[config.mk]
export PLATFORM = sky130hd
export DESIGN_NAME = mem_ctrl
export DESIGN_NICKNAME = d
export VERILOG_FILES = /design/src/rtl/mem_ctrl_pkg.sv /design/src/rtl/mem_ctrl_arbiter.sv /design/src/rtl/mem_ctrl.sv
export SDC_FILE = /design/constraint.sdc
export NUM_CORES = 1
export LEC_CHECK = 0
export CORE_ASPECT_RATIO = 0.75
export CORE_UTILIZATION = 55
export CTS_CLUSTER_SIZE = 30
export DETAILED_ROUTE_END_ITERATION = 8
export PLACE_DENSITY = 0.9
export SLEW_MARGIN = 20
export SYNTH_ARGS = -nofsm -noshare
export SYNTH_HDL_FRONTEND = slang
export SYNTH_HIERARCHICAL = 1
export SYNTH_SLANG_ARGS = --single-unit
[constraint.sdc]
create_clock -name clk -period 5 [get_ports clk]
set_input_delay 1 -clock clk [delete_from_list [all_inputs] [get_ports clk]]
set_output_delay 1 -clock clk [all_outputs]
set_load 0.1 [all_outputs]
[src/rtl/mem_ctrl_pkg.sv]
// Shared types and constants for the RAM-port controller.
package mem_ctrl_pkg;

    localparam int unsigned XLEN_DEF       = 32;
    localparam int unsigned IO_SEL_LSB_DEF = 16;

    // Value of the two address-select bits that marks the IO region.
    localparam logic [1:0] IO_SEL_VAL = 2'b11;

    typedef enum logic [1:0] {
        StIdle,
        StInstRd,
        StDataRd,
        StDataWr
    } state_e;

    typedef enum logic [1:0] {
        WidthByte = 2'd0,
        WidthHalf = 2'd1,
        WidthWord = 2'd2
    } width_e;

    typedef enum logic {
        GrantInst = 1'b0,
        GrantData = 1'b1
    } grant_e;

    // Number of bytes moved by a data access of the given width code.
    function automatic logic [2:0] width_bytes(input logic [1:0] w);
        logic [2:0] n;
        case (width_e'(w))
            WidthByte: n = 3'd1;
            WidthHalf: n = 3'd2;
            default:   n = 3'd4;
        endcase
        return n;
    endfunction

endpackage

[src/rtl/mem_ctrl_arbiter.sv]
// Two-way round-robin arbiter between the icache refill path and the LSB.
module mem_ctrl_arbiter
    import mem_ctrl_pkg::*;
(
    input  logic clk_i,
    input  logic rst_ni,
    input  logic rdy_i,
    input  logic en_i,
    input  logic req_inst_i,
    input  logic req_data_i,
    output logic grant_inst_o,
    output logic grant_data_o
);

    grant_e last_grant_q, last_grant_d;

    // Sole requester wins; on a tie the side that did not win last time goes.
    always_comb begin
        grant_inst_o = 1'b0;
        grant_data_o = 1'b0;
        if (en_i) begin
            if (req_inst_i && req_data_i) begin
                if (last_grant_q == GrantInst) begin
                    grant_data_o = 1'b1;
                end else begin
                    grant_inst_o = 1'b1;
                end
            end else begin
                grant_inst_o = req_inst_i;
                grant_data_o = req_data_i;
            end
        end
    end

    // Remember the most recent winner.
    always_comb begin
        last_grant_d = last_grant_q;
        if (grant_inst_o) begin
            last_grant_d = GrantInst;
        end else if (grant_data_o) begin
            last_grant_d = GrantData;
        end
    end

    // Reset to GrantInst so data wins the first tie.
    always_ff @(posedge clk_i) begin
        if (!rst_ni) begin
            last_grant_q <= GrantInst;
        end else if (rdy_i) begin
            last_grant_q <= last_grant_d;
        end
    end

endmodule

[src/rtl/mem_ctrl.sv]
// Byte-wide RAM port controller shared by instruction refills and LSB accesses.
module mem_ctrl
    import mem_ctrl_pkg::*;
#(
    parameter int unsigned XLEN       = XLEN_DEF,
    parameter int unsigned IO_SEL_LSB = IO_SEL_LSB_DEF
) (
    input  logic            clk,
    input  logic            rst,
    input  logic            rdy,
    input  logic            flush,
    input  logic            io_buffer_full,
    input  logic            fet_mem_enable,
    input  logic [XLEN-1:0] fet_mem_addr,
    input  logic            lsb_mem_enable,
    input  logic            lsb_mem_wr,
    input  logic [1:0]      lsb_mem_width,
    input  logic [XLEN-1:0] lsb_mem_addr,
    input  logic [XLEN-1:0] lsb_mem_data,
    input  logic [7:0]      mem_din,
    output logic [7:0]      mem_dout,
    output logic [XLEN-1:0] mem_a,
    output logic            mem_wr,
    output logic            mem_inst_ready,
    output logic [XLEN-1:0] mem_inst,
    output logic [XLEN-1:0] mem_inst_addr,
    output logic            lsb_mem_ready,
    output logic [XLEN-1:0] lsb_mem_result
);

    state_e          state_q, state_d;
    logic [2:0]      cyc_q, cyc_d;       // reads: cycle number; writes: bytes issued
    logic [2:0]      len_q, len_d;
    logic [XLEN-1:0] addr_q, addr_d;
    logic [XLEN-1:0] wdata_q, wdata_d;
    logic [XLEN-1:0] asm_q, asm_d;       // read data being assembled
    logic [XLEN-1:0] mem_a_q, mem_a_d;
    logic [7:0]      mem_dout_q, mem_dout_d;
    logic            mem_wr_q, mem_wr_d;
    logic            inst_ready_q, inst_ready_d;
    logic [XLEN-1:0] inst_q, inst_d;
    logic [XLEN-1:0] inst_addr_q, inst_addr_d;
    logic            lsb_ready_q, lsb_ready_d;
    logic [XLEN-1:0] result_q, result_d;

    // The RAM keeps answering while rdy is low, so the byte that arrives in the
    // first stalled cycle is parked and replayed on resume.
    logic            stalled_q;
    logic [7:0]      din_hold_q;
    logic [7:0]      din_eff;

    logic            grant_inst, grant_data;
    logic            arb_en;
    logic            req_io, cur_io;
    logic [2:0]      cap_idx;
    logic [XLEN-1:0] din_shift;
    logic [XLEN-1:0] wshift;

    assign arb_en    = (state_q == StIdle) && !flush;
    assign req_io    = (lsb_mem_addr[IO_SEL_LSB +: 2] == IO_SEL_VAL);
    assign cur_io    = (addr_q[IO_SEL_LSB +: 2] == IO_SEL_VAL);
    assign din_eff   = stalled_q ? din_hold_q : mem_din;
    assign cap_idx   = cyc_q - 3'd2;
    assign din_shift = XLEN'(din_eff) << {cap_idx[1:0], 3'b000};
    assign wshift    = wdata_q >> {cyc_q[1:0], 3'b000};

    mem_ctrl_arbiter u_arbiter (
        .clk_i        (clk),
        .rst_ni       (rst),
        .rdy_i        (rdy),
        .en_i         (arb_en),
        .req_inst_i   (fet_mem_enable),
        .req_data_i   (lsb_mem_enable),
        .grant_inst_o (grant_inst),
        .grant_data_o (grant_data)
    );

    // Next-state and registered-output computation for the transaction FSM.
    always_comb begin
        state_d      = state_q;
        cyc_d        = cyc_q;
        len_d        = len_q;
        addr_d       = addr_q;
        wdata_d      = wdata_q;
        asm_d        = asm_q;
        mem_a_d      = mem_a_q;
        mem_dout_d   = mem_dout_q;
        mem_wr_d     = 1'b0;
        inst_ready_d = 1'b0;
        inst_d       = inst_q;
        inst_addr_d  = inst_addr_q;
        lsb_ready_d  = 1'b0;
        result_d     = result_q;

        unique case (state_q)
            StIdle: begin
                if (grant_data) begin
                    addr_d  = lsb_mem_addr;
                    wdata_d = lsb_mem_data;
                    len_d   = width_bytes(lsb_mem_width);
                    asm_d   = '0;
                    if (lsb_mem_wr) begin
                        state_d = StDataWr;
                        cyc_d   = 3'd0;
                        if (!(req_io && io_buffer_full)) begin
                            mem_wr_d   = 1'b1;
                            mem_a_d    = lsb_mem_addr;
                            mem_dout_d = lsb_mem_data[7:0];
                            cyc_d      = 3'd1;
                        end
                    end else begin
                        state_d = StDataRd;
                        mem_a_d = lsb_mem_addr;
                        cyc_d   = 3'd1;
                    end
                end else if (grant_inst) begin
                    state_d = StInstRd;
                    addr_d  = fet_mem_addr;
                    mem_a_d = fet_mem_addr;
                    asm_d   = '0;
                    cyc_d   = 3'd1;
                end
            end

            StInstRd: begin
                if (inst_ready_q || flush) begin
                    state_d = StIdle;
                end else begin
                    cyc_d = cyc_q + 3'd1;
                    if (cyc_q >= 3'd2) begin
                        asm_d = asm_q | din_shift;
                    end
                    case (cyc_q)
                        3'd1: mem_a_d = addr_q + XLEN'(1);
                        3'd2: mem_a_d = addr_q + XLEN'(2);
                        3'd3: begin
                            // Low byte is in; its two LSBs say whether this is RVC.
                            if (asm_q[1:0] != 2'b11) begin
                                inst_ready_d = 1'b1;
                                inst_d       = asm_d;
                                inst_addr_d  = addr_q;
                            end else begin
                                mem_a_d = addr_q + XLEN'(3);
                            end
                        end
                        3'd5: begin
                            inst_ready_d = 1'b1;
                            inst_d       = asm_d;
                            inst_addr_d  = addr_q;
                        end
                        default: ;
                    endcase
                end
            end

            StDataRd: begin
                if (lsb_ready_q || flush) begin
                    state_d = StIdle;
                end else begin
                    if (cyc_q >= 3'd2) begin
                        asm_d = asm_q | din_shift;
                    end
                    if (cyc_q < len_q) begin
                        mem_a_d = addr_q + XLEN'(cyc_q);
                    end
                    if (cyc_q == len_q + 3'd1) begin
                        lsb_ready_d = 1'b1;
                        result_d    = asm_d;
                    end else begin
                        cyc_d = cyc_q + 3'd1;
                    end
                end
            end

            StDataWr: begin
                // Stores are already committed, so flush is ignored here.
                if (lsb_ready_q) begin
                    state_d = StIdle;
                end else if (cyc_q == len_q) begin
                    lsb_ready_d = 1'b1;
                end else if (!(cur_io && io_buffer_full)) begin
                    mem_wr_d   = 1'b1;
                    mem_a_d    = addr_q + XLEN'(cyc_q);
                    mem_dout_d = wshift[7:0];
                    cyc_d      = cyc_q + 3'd1;
                end
            end

            default: state_d = StIdle;
        endcase
    end

    // State update; everything except the stall tracker freezes while rdy is low.
    always_ff @(posedge clk) begin
        if (!rst) begin
            state_q      <= StIdle;
            cyc_q        <= '0;
            len_q        <= '0;
            addr_q       <= '0;
            wdata_q      <= '0;
            asm_q        <= '0;
            mem_a_q      <= '0;
            mem_dout_q   <= '0;
            mem_wr_q     <= 1'b0;
            inst_ready_q <= 1'b0;
            inst_q       <= '0;
            inst_addr_q  <= '0;
            lsb_ready_q  <= 1'b0;
            result_q     <= '0;
            stalled_q    <= 1'b0;
            din_hold_q   <= '0;
        end else begin
            stalled_q <= !rdy;
            if (!rdy && !stalled_q) begin
                din_hold_q <= mem_din;
            end
            if (rdy) begin
                state_q      <= state_d;
                cyc_q        <= cyc_d;
                len_q        <= len_d;
                addr_q       <= addr_d;
                wdata_q      <= wdata_d;
                asm_q        <= asm_d;
                mem_a_q      <= mem_a_d;
                mem_dout_q   <= mem_dout_d;
                mem_wr_q     <= mem_wr_d;
                inst_ready_q <= inst_ready_d;
                inst_q       <= inst_d;
                inst_addr_q  <= inst_addr_d;
                lsb_ready_q  <= lsb_ready_d;
                result_q     <= result_d;
            end
        end
    end

    assign mem_a          = mem_a_q;
    assign mem_dout       = mem_dout_q;
    assign mem_wr         = mem_wr_q & rdy;
    assign mem_inst_ready = inst_ready_q;
    assign mem_inst       = inst_q;
    assign mem_inst_addr  = inst_addr_q;
    assign lsb_mem_ready  = lsb_ready_q;
    assign lsb_mem_result = result_q;

endmodule

==> Yosys cells after proc, flatten, opt, wreduce, memory -nomap -nowiden <==
Index checks and enable logic that the tools add are counted.
{ "op_classes": {"n_reduce_logical": 26, "mux": 75, "n_addsub": 7, "bitwise": 4, "n_eq_ne": 31, "n_shift": 2, "n_lt_le_gt_ge": 2} }
{ "ops": {"columns": ["op", "count"], "rows": [
  ["32-bit two-way mux", 19],
  ["32-bit one-hot mux with 3 select lines", 2],
  ["32-bit one-hot mux with 2 select lines", 2],
  ["32-bit one-hot mux with 4 select lines", 1],
  ["32-bit by 2-bit adder with 32-bit output (second input constant)", 2],
  ["8-bit two-way mux", 7],
  ["32-bit by 1-bit adder with 32-bit output (second input constant)", 1],
  ["32-bit by 3-bit adder with 32-bit output", 1],
  ["32-bit bitwise OR", 1],
  ["8-bit by 5-bit << shifter with 32-bit output", 1],
  ["32-bit by 5-bit right shift with 8-bit output", 1],
  ["2-bit inequality test (second input constant)", 15],
  ["3-bit two-way mux", 9],
  ["1-bit two-way mux", 23],
  ["8-bit one-hot mux with 2 select lines", 1],
  ["8-bit AND reduction", 2],
  ["5-bit AND reduction", 3],
  ["3-bit one-hot mux with 4 select lines", 1],
  ["11-bit AND reduction", 1],
  ["2-bit two-way mux", 5],
  ["2-bit equality test (second input constant)", 4],
  ["2-bit one-hot mux with 4 select lines", 1],
  ["3-bit by 1-bit adder with 3-bit output (second input constant)", 2],
  ["3-bit by 2-bit equality test with 1-bit output (second input constant)", 2],
  ["other kinds (23)", 40]
]} }
{ "word_totals": {"elab_cells": 164, "ff_bits": 253, "inputBits": 114} }

==> Depth between registers and ports, before layout <==
Gate-level depths: netlist (run 1).
{ "depth": {"ltp_word": 6, "ltp_mapped": 16, "ltp_nobuf": 12} }

==> By module <==
Netlist (run 1), hierarchy kept.
{ "by_module_without_submodules": {"columns": ["module", "instances", "area_each_um2", "cells_each"], "rows": [
  ["mem_ctrl", 1, 11891.4, 1453],
  ["mem_ctrl_arbiter", 1, 62.6, 9]
]} }

==> Worst setup path after synthesis (run 1) <==
Ideal clock, no wire load.
{ "synth_path": {"path_type": "flip-flop to flip-flop", "from": "register state_q[0]", "to": "register mem_a_q[16] (netlist: mem_a[16])", "stages_incl_launch_ff": 17, "arrival_ps": 3217, "slack_ps": 1651, "synth_period_minus_slack_ps": 3349, "path_buffers": 4, "required_time_ps": 4868, "cell_sequence": "dfxtp_1 -> inv_1 -> ha_1 -> clkbuf_1 -> clkinv_1 -> clkbuf_1 -> nor2_1 -> nand2_1 -> a21oi_1 -> or3b_1 -> o2111ai_1 -> a21o_1 -> or3_4 -> buf_2 -> buf_2 -> nand3_1 -> o41ai_2"} }
{ "synth_via": {"elab_chain_len": 5, "word_cells_on_any_way": 20, "classes_between": "eq/ne: 13; mux: 4; reduce/logical: 3"} }
{ "synth_lines": {"columns": ["element", "line", "rtl"], "rows": [
  ["start: declaration", "mem_ctrl.sv:31", "state_e state_q, state_d;"],
  ["start signal: assignment", "mem_ctrl.sv:196", "state_q <= StIdle;"],
  ["start signal: assignment", "mem_ctrl.sv:218", "state_q <= state_d;"],
  ["2-bit logical NOT (*)", "mem_ctrl.sv:59", "assign arb_en = (state_q == StIdle) && !flush;"],
  ["1-bit logical AND (*)", "mem_ctrl.sv:59", null],
  ["net arb_en", "mem_ctrl.sv:53", "logic arb_en;"],
  ["1-bit two-way mux (*)", "mem_ctrl_arbiter.sv:21", "if (en_i) begin"],
  ["net grant_data", "mem_ctrl.sv:52", "logic grant_inst, grant_data;"],
  ["4-bit inequality test (no line), or another cell as far along", null, null],
  ["11-bit AND reduction (no line) or 32-bit one-hot mux with 4 select lines (tied branches)", null, null],
  ["end signal: assignment", "mem_ctrl.sv:224", "mem_a_q <= mem_a_d;"],
  ["end: declaration", "mem_ctrl.sv:37", "logic [XLEN-1:0] mem_a_q, mem_a_d;"]
]} }
The timed path passes the listed nets; every way through them passes the cells marked *.
A chain may end at the register's enable or synchronous reset.

==> Worst setup path in the final report (run 1) <==
{ "layout_path": {"from": "register state_q[0]", "to": "register mem_dout_q[7] (netlist: mem_dout[7])"} }
{ "layout_via": {"elab_chain_len": 5, "word_cells_on_any_way": 13, "classes_between": "eq/ne: 7; mux: 2; reduce/logical: 4"} }
{ "layout_lines": {"columns": ["element", "line", "rtl"], "rows": [
  ["2-bit logical NOT", "mem_ctrl.sv:59", null],
  ["1-bit logical AND", "mem_ctrl.sv:59", null],
  ["net arb_en", "mem_ctrl.sv:53", null],
  ["1-bit two-way mux", "mem_ctrl_arbiter.sv:21", null],
  ["net grant_data", "mem_ctrl.sv:52", null],
  ["2-bit inequality test (no line)", null, null],
  ["8-bit AND reduction (no line)", null, null],
  ["end signal: assignment", "mem_ctrl.sv:225", "mem_dout_q <= mem_dout_d;"],
  ["end: declaration", "mem_ctrl.sv:38", "logic [7:0] mem_dout_q, mem_dout_d;"]
]} }
The timed path passes the listed nets, and every way through them passes these cells.

==> out/metrics.cfg, run 1 <==
[global_route]
globalRouteTotalUtil_pct = 30.9
grt_overflow_total = 0
antenna_found_initial = 1
grt_pass1_wl_um = 55400
grt_max_degree = 129
grt_pass1_vias = 11000

[clocking]
cts_resized = 0
cts_made_buffers = 24
cts_tree = done
clock-root-buffer = clkbuf_16
htreeDepth = 1
clk_latency_ns = 0.52
post_cts_buffers = 0
clockBufferDepth = 3
path_clk_slew_ns = 0.06
hold_buffers = 0
cts.sinks = 253

[synth]
ys.flop_type = dfxtp_1
yosysTopAreaCell = dfxtp_1
yosysWarnings = 6
synth_cell_type_count = 75
synth-async-reset-ratio_pct = 0
synthCells = 1462
synth_seq_cells = 253
postSynthNetCount = 1596
syn_area_um2 = 12000
synth_edf_count = 0
synth_area_leaders = dfxtp_1 42%, a21oi_1 7.4%, nand2_1 6.4%
syn_avg_cell_area_um2 = 8.18
synth_top_area_share_pct = 42.4
yosysSeqAreaShare_pct = 42.4

[worst_setup_path]
cp-end-kind = register
critPathRequiredTime_ns = 5.37
crit_type = register to register
cp_max_fo = 41
critPathLaunchType = register
crit_arrival_ns = 4.30

[pwr]
clkPwrFrac_pct = 36.9
seqPwrFrac_pct = 44.0
switching_share_pct = 30.3
power.density_nw_per_um2 = 326
p_sw_mw = 1.51
p_total_mw = 4.99
power.internal_mw = 3.48
leakage_nw = 5.15
p_comb_share_pct = 19.1
max-vdd-ir-drop_uv = 230

[detailed_routing]
firstDrtPassIters = 5
met1Wirelength_um = 15300
routed.top_layer = met4
drc = 0
via_per_inst = 6.08
dr_total_vias = 11800
wl_met3_um = 3470
ant_nets = 0
drtIter0Drc = 1259
met2_length_um = 16000
post_drt_wl_per_cell_um = 18.4
drt-total-wl_um = 35600

[run]
cap_violations = 0

[timing]
hold_violations = 0
min_period_ns = 3.93
worst_pin_slew_ns = 1.08
setup_viol = 0
finalCritPeriodShare_pct = 78.6
setup_tns_ns = 0
rsz0062_at_grt = no
timing.fmax_mhz = 254
slew_violations = 0
skew_ns = 0.0100
relSlewSlack_pct = 27.8

[placed_design]
portBuffers = 252
gp_congestion = 0.940
dp_hpwl_um = 24200

[layout]
mostFrequentLayoutCells = 253 x dfxtp_1, 251 x clkdlybuf4s50_1, 205 x nand2_1
final_layout_size_suffix_gt1_share_pct = 6.43
layout_commonest_cell = dfxtp_1
fin_nets = 1764
nFillCells = 1583
antenna_cells = 0
syn_to_final_growth_pct = 28.1

[floorplanning]
io_pins = 253
start_util_pct = 56.3
die_y_um = 130
fp.dieW_um = 172
coreArea_um2 = 21200
design.die.area_um2 = 22300
rows = 46

[outcome]
status = complete, no violations

[worst_hold_path]
hold_path.class = register to register

[path summary, 6_finish.rpt]
| kind | end | slack (ns) | depth (start not counted) | startpoint |
|---|---|---|---|---|
| max | mem_dout[7] | 1.07 | 13 | state_q[0] |
| min | len_q[2] | 0.45 | 2 | len_q[2] |
| max reg2reg | mem_dout[7] | 1.07 | 13 | state_q[0] |
| min reg2reg | len_q[2] | 0.45 | 2 | len_q[2] |
[cell families (layout without fill, tap and decap cells)]
kind of cell | after synthesis | in the layout | share of synthesized area, %
fa+ha+maj | 20 | 20 | 2.22
simple gates | 538 | 538 | 20.5
compound gates | 410 | 410 | 21.4
flops | 253 | 253 | 42.4
buf+inv | 149 | 335 | 4.95
mux | 74 | 74 | 7.22
xor+xnor | 18 | 18 | 1.32
[sequential cells by signal, summed over array words and instances, names as in the netlist]
name and flops:
mem_inst_ready 1, mem_dout 8, asm_q 32, lsb_mem_result 32
wdata_q 32, mem_inst 32, stalled_q 1, len_q 3
din_hold_q 8, cyc_q 3, addr_q 32, mem_a 32
mem_wr_q 1, lsb_mem_ready 1, u_arbiter/last_grant_q 1, mem_inst_addr 32
state_q 2
[through the flow]
step	instance area (um^2)	hold WS, ns	cells	utilization (%)	setup WS (ns)
CTS	15300	0.455	1936	72.1	1.16
detailed placement	14500	0.445	1892	68.3	0.966
global placement	14500	0.439	1892	68.3	1.14
global route	15300	0.474	1936	72.1	0.732
finish	15300	0.454	1936	72.1	1.07
floorplan	12000	0.433	1462	-	1.65
[power by group through the flow]
stage / Clock [mW] / Sequential, mW / Combinational [mW]
after global placement: 0 / 2.23 / 0.913
after CTS: 1.85 / 2.19 / 0.943
after floorplan: 0 / 2.42 / 0.451
final: 1.84 / 2.20 / 0.956
after detailed placement: 0 / 2.24 / 0.935
after global routing: 1.92 / 2.21 / 1.01
[cell usage after synthesis (20+ instances only)]
library cell,instances
dfxtp_1,253
o21ai_0,33
nor3b_1,22
nand2_1,205
buf_2,20
a21oi_1,176
mux2i_1,48
nand3_1,35
nor2_1,182
clkbuf_1,91
nor3_1,22
inv_1,21
a211oi_1,101
[worst max-delay path, stage by stage (launching register included)]
cell and delay, ns:
dfxtp_1 0.34, inv_1 0.12, ha_2 0.19, clkinv_1 0.58, nor2_1 0.43, nand2_1 0.14
a21oi_4 0.13, buf_4 0.55, nand3_1 0.15, a31oi_1 0.24, a21o_1 0.12, nand3_1 0.42
mux2i_1 0.31, nor2_1 0.05
[layout make-up]
cell class | count | area, um^2 | share of cell area, %
Multi-Input combinational cell | 1060 | 6320 | 41.3
Sequential cell | 253 | 5060 | 33.1
Clock inverter | 7 | 60.1 | 0.392
Inverter | 22 | 87.6 | 0.572
Tap cell | 288 | 360 | 2.35
Timing Repair Buffer | 269 | 2670 | 17.5
Clock buffer | 37 | 741 | 4.84
[layer usage]
layer | up-vias | global-route usage (%)
li1 | 5529 | -
met1 | 5566 | 42.0
met2 | 616 | 48.9
met3 | 67 | 6.63
met4 | 0 | 10.2
met5 | - | 0
No activity file was read; power rests on OpenSTA's default activity.
==> run 2: changes to the inputs <==
Settings changed: CORE_UTILIZATION 55 to 52, PLACE_DENSITY 0.9 to 0.86.
Clock period 5 ns to 3.7 ns, I/O delays scaled along.
==> out/metrics.cfg, run 2 (same netlist as run 1, synthesis figures left out) <==
[layout]
layout_commonest_cell = dfxtp_1
final_layout_size_suffix_gt1_share_pct = 7.22  ; +0.79 points
fin_nets = 1777  ; +0.74%
syn_to_final_growth_pct = 29.8
antenna_cells = 0  ; unchanged
post-route-util_pct = 69.6  ; -2.5 points
mostFrequentLayoutCells = 253 x dfxtp_1, 250 x clkdlybuf4s50_1, 205 x nand2_1

[floorplanning]
start_util_pct = 53.6  ; -2.7 points
rows = 47  ; +2.2%
design.die.area_um2 = 23600  ; +5.7%
io_pins = 253  ; unchanged
die_y_um = 133  ; +2.8%
fp.dieW_um = 177  ; +2.8%
coreArea_um2 = 22300  ; +4.9%

[pwr]
p_total_mw = 6.92  ; +39%
power.density_nw_per_um2 = 446  ; +37%
leakage_nw = 5.25  ; +2.0%
max-vdd-ir-drop_uv = 333  ; +45%

[detailed_routing]
via_per_inst = 6.02  ; -1.0%
dr_total_vias = 11800  ; -0.051%
drc = 0  ; unchanged
drtIter0Drc = 1073  ; -15%
drt-total-wl_um = 35200  ; -0.98%
post_drt_wl_per_cell_um = 18.0  ; -1.9%
firstDrtPassIters = 5  ; unchanged
ant_nets = 0  ; unchanged

[global_route]
grt_pass1_wl_um = 56000  ; +1.1%
grt_overflow_total = 0  ; unchanged
grt_pass1_vias = 10800  ; -2.2%
antenna_found_initial = 0  ; -1
grt_max_degree = 72  ; -44%
globalRouteTotalUtil_pct = 29.4  ; -1.5 points

[timing]
finalCritPeriodShare_pct = 85.8  ; +7.2 points
hold_violations = 0  ; unchanged
skew_ns = 0.0176  ; +0.00753 ns
relSlewSlack_pct = 26.8  ; -1.0 points
rsz0062_at_grt = no
holdWs_ns = 0.453  ; -0.00164 ns
worst_pin_slew_ns = 1.09  ; +0.0121 ns
setup_tns_ns = 0  ; unchanged
setup_viol = 0  ; unchanged
timing.fmax_mhz = 315  ; +24%
min_period_ns = 3.17  ; -0.757 ns
slew_violations = 0  ; unchanged

[clocking]
clk_latency_ns = 0.52  ; about the same
cts_resized = 0  ; unchanged
cts_made_buffers = 25  ; +4.2%
cts_tree = done
clock-root-buffer = clkbuf_16
clockBufferDepth = 3  ; unchanged
hold_buffers = 0  ; unchanged
cts.sinks = 253  ; unchanged
path_clk_slew_ns = 0.07  ; about the same
post_cts_buffers = 0  ; unchanged
htreeDepth = 1  ; unchanged

[worst_setup_path]
slowest_delay_ns = 0.49  ; -0.09 ns
cp-end-kind = register
slowest_stage = or4_1
cp_max_fo = 9  ; -78%
critPathLaunchType = register
crit_top_cell = ha_1
cp-endpoint = mem_a[28]
r2r_end = mem_a[28]
path_depth = 9  ; -4
critPathTopFamily = compound AO/OA/AOI/OAI gates
r2r_cells = 9  ; -4
reg2reg_from = cyc_q[0]
crit_buf_inv = 1  ; -2
critPathRequiredTime_ns = 4.16  ; -1.21 ns
crit_arrival_ns = 3.63  ; -0.67 ns
crit_chain = ha_1, ha_1, inv_1, fa_1, a211o_1, o22ai_1, a31oi_1, or4_1, nand3_1
rrSetupSlack_ns = 0.53  ; -0.54 ns
cp-startpoint = cyc_q[0]
crit_type = register to register

[placed_design]
portBuffers = 252  ; unchanged
gp_congestion = 0.942  ; +0.16%
dp_hpwl_um = 24700  ; +1.9%

[worst_hold_path]
hold_path.class = register to register
hp-start = wdata_q[23]

[outcome]
status = complete, no violations

[run]
cap_violations = 0  ; unchanged

==> run 2: cell count changes in the layout (fill, tap and decap cells not counted), sizes merged <==
cell and delta:
inv +1, clkinv -3, clkinvlp +1, bufinv +2, buf +13, clkdlybuf4s50 -1
==> run 2: layout make-up <==
| type | count | area (um^2) |
|---|---|---|
| Clock buffer | 37 | 741 |
| Timing Repair Buffer | 281 | 2810 |
| Inverter | 22 | 87.6 |
| Sequential cell | 253 | 5060 |
| Multi-Input combinational cell | 1060 | 6320 |
| Tap cell | 294 | 368 |
| Clock inverter | 8 | 124 |
| Fill cell | 1714 | 6770 |
==> run 2: where the power goes <==
part           switching, mW  internal, mW
Clock                   1.06          1.60
Combinational          0.867         0.442
Sequential             0.128          2.83
==> run 2: worst reg2reg max path, cell delays in order, from the launching register on <==
cell and delay, ns:
dfxtp_1 0.47, ha_1 0.23, ha_1 0.26, inv_1 0.08, fa_1 0.43, a211o_1 0.47
o22ai_1 0.44, a31oi_1 0.16, or4_1 0.49, nand3_1 0.10
==> run 2: through the flow <==
| step | cells | worst slack, ns | cell area (um^2) |
|---|---|---|---|
| after floorplan | 1462 | 0.351 | 12000 |
| after global placement | 1910 | 0.369 | 14600 |
| after detailed placement | 1910 | 0.270 | 14600 |
| after CTS | 1955 | 0.559 | 15500 |
| after global routing | 1955 | 0.430 | 15500 |
| final | 1955 | 0.526 | 15500 |
==> run 2: worst min-delay path by stage <==
stage / end / slack (ns) / depth (start not counted)
detailed placement: wdata_q[18] / 0.45 / 2
finish: wdata_q[23] / 0.45 / 2
floorplan: wdata_q[16] / 0.43 / 2
global route: wdata_q[24] / 0.47 / 2
CTS: wdata_q[18] / 0.45 / 2
global placement: mem_a[0] / 0.44 / 2
==> run 2: metal layers <==
metal / share of wire [%] / vias up / track usage, %
li1: - / 5555 / -
met1: 43 / 5535 / 41.6
met2: 44 / 604 / 45.1
met3: 10 / 78 / 5.76
met4: 2.5 / 0 / 8.43
met5: 0 / - / 0
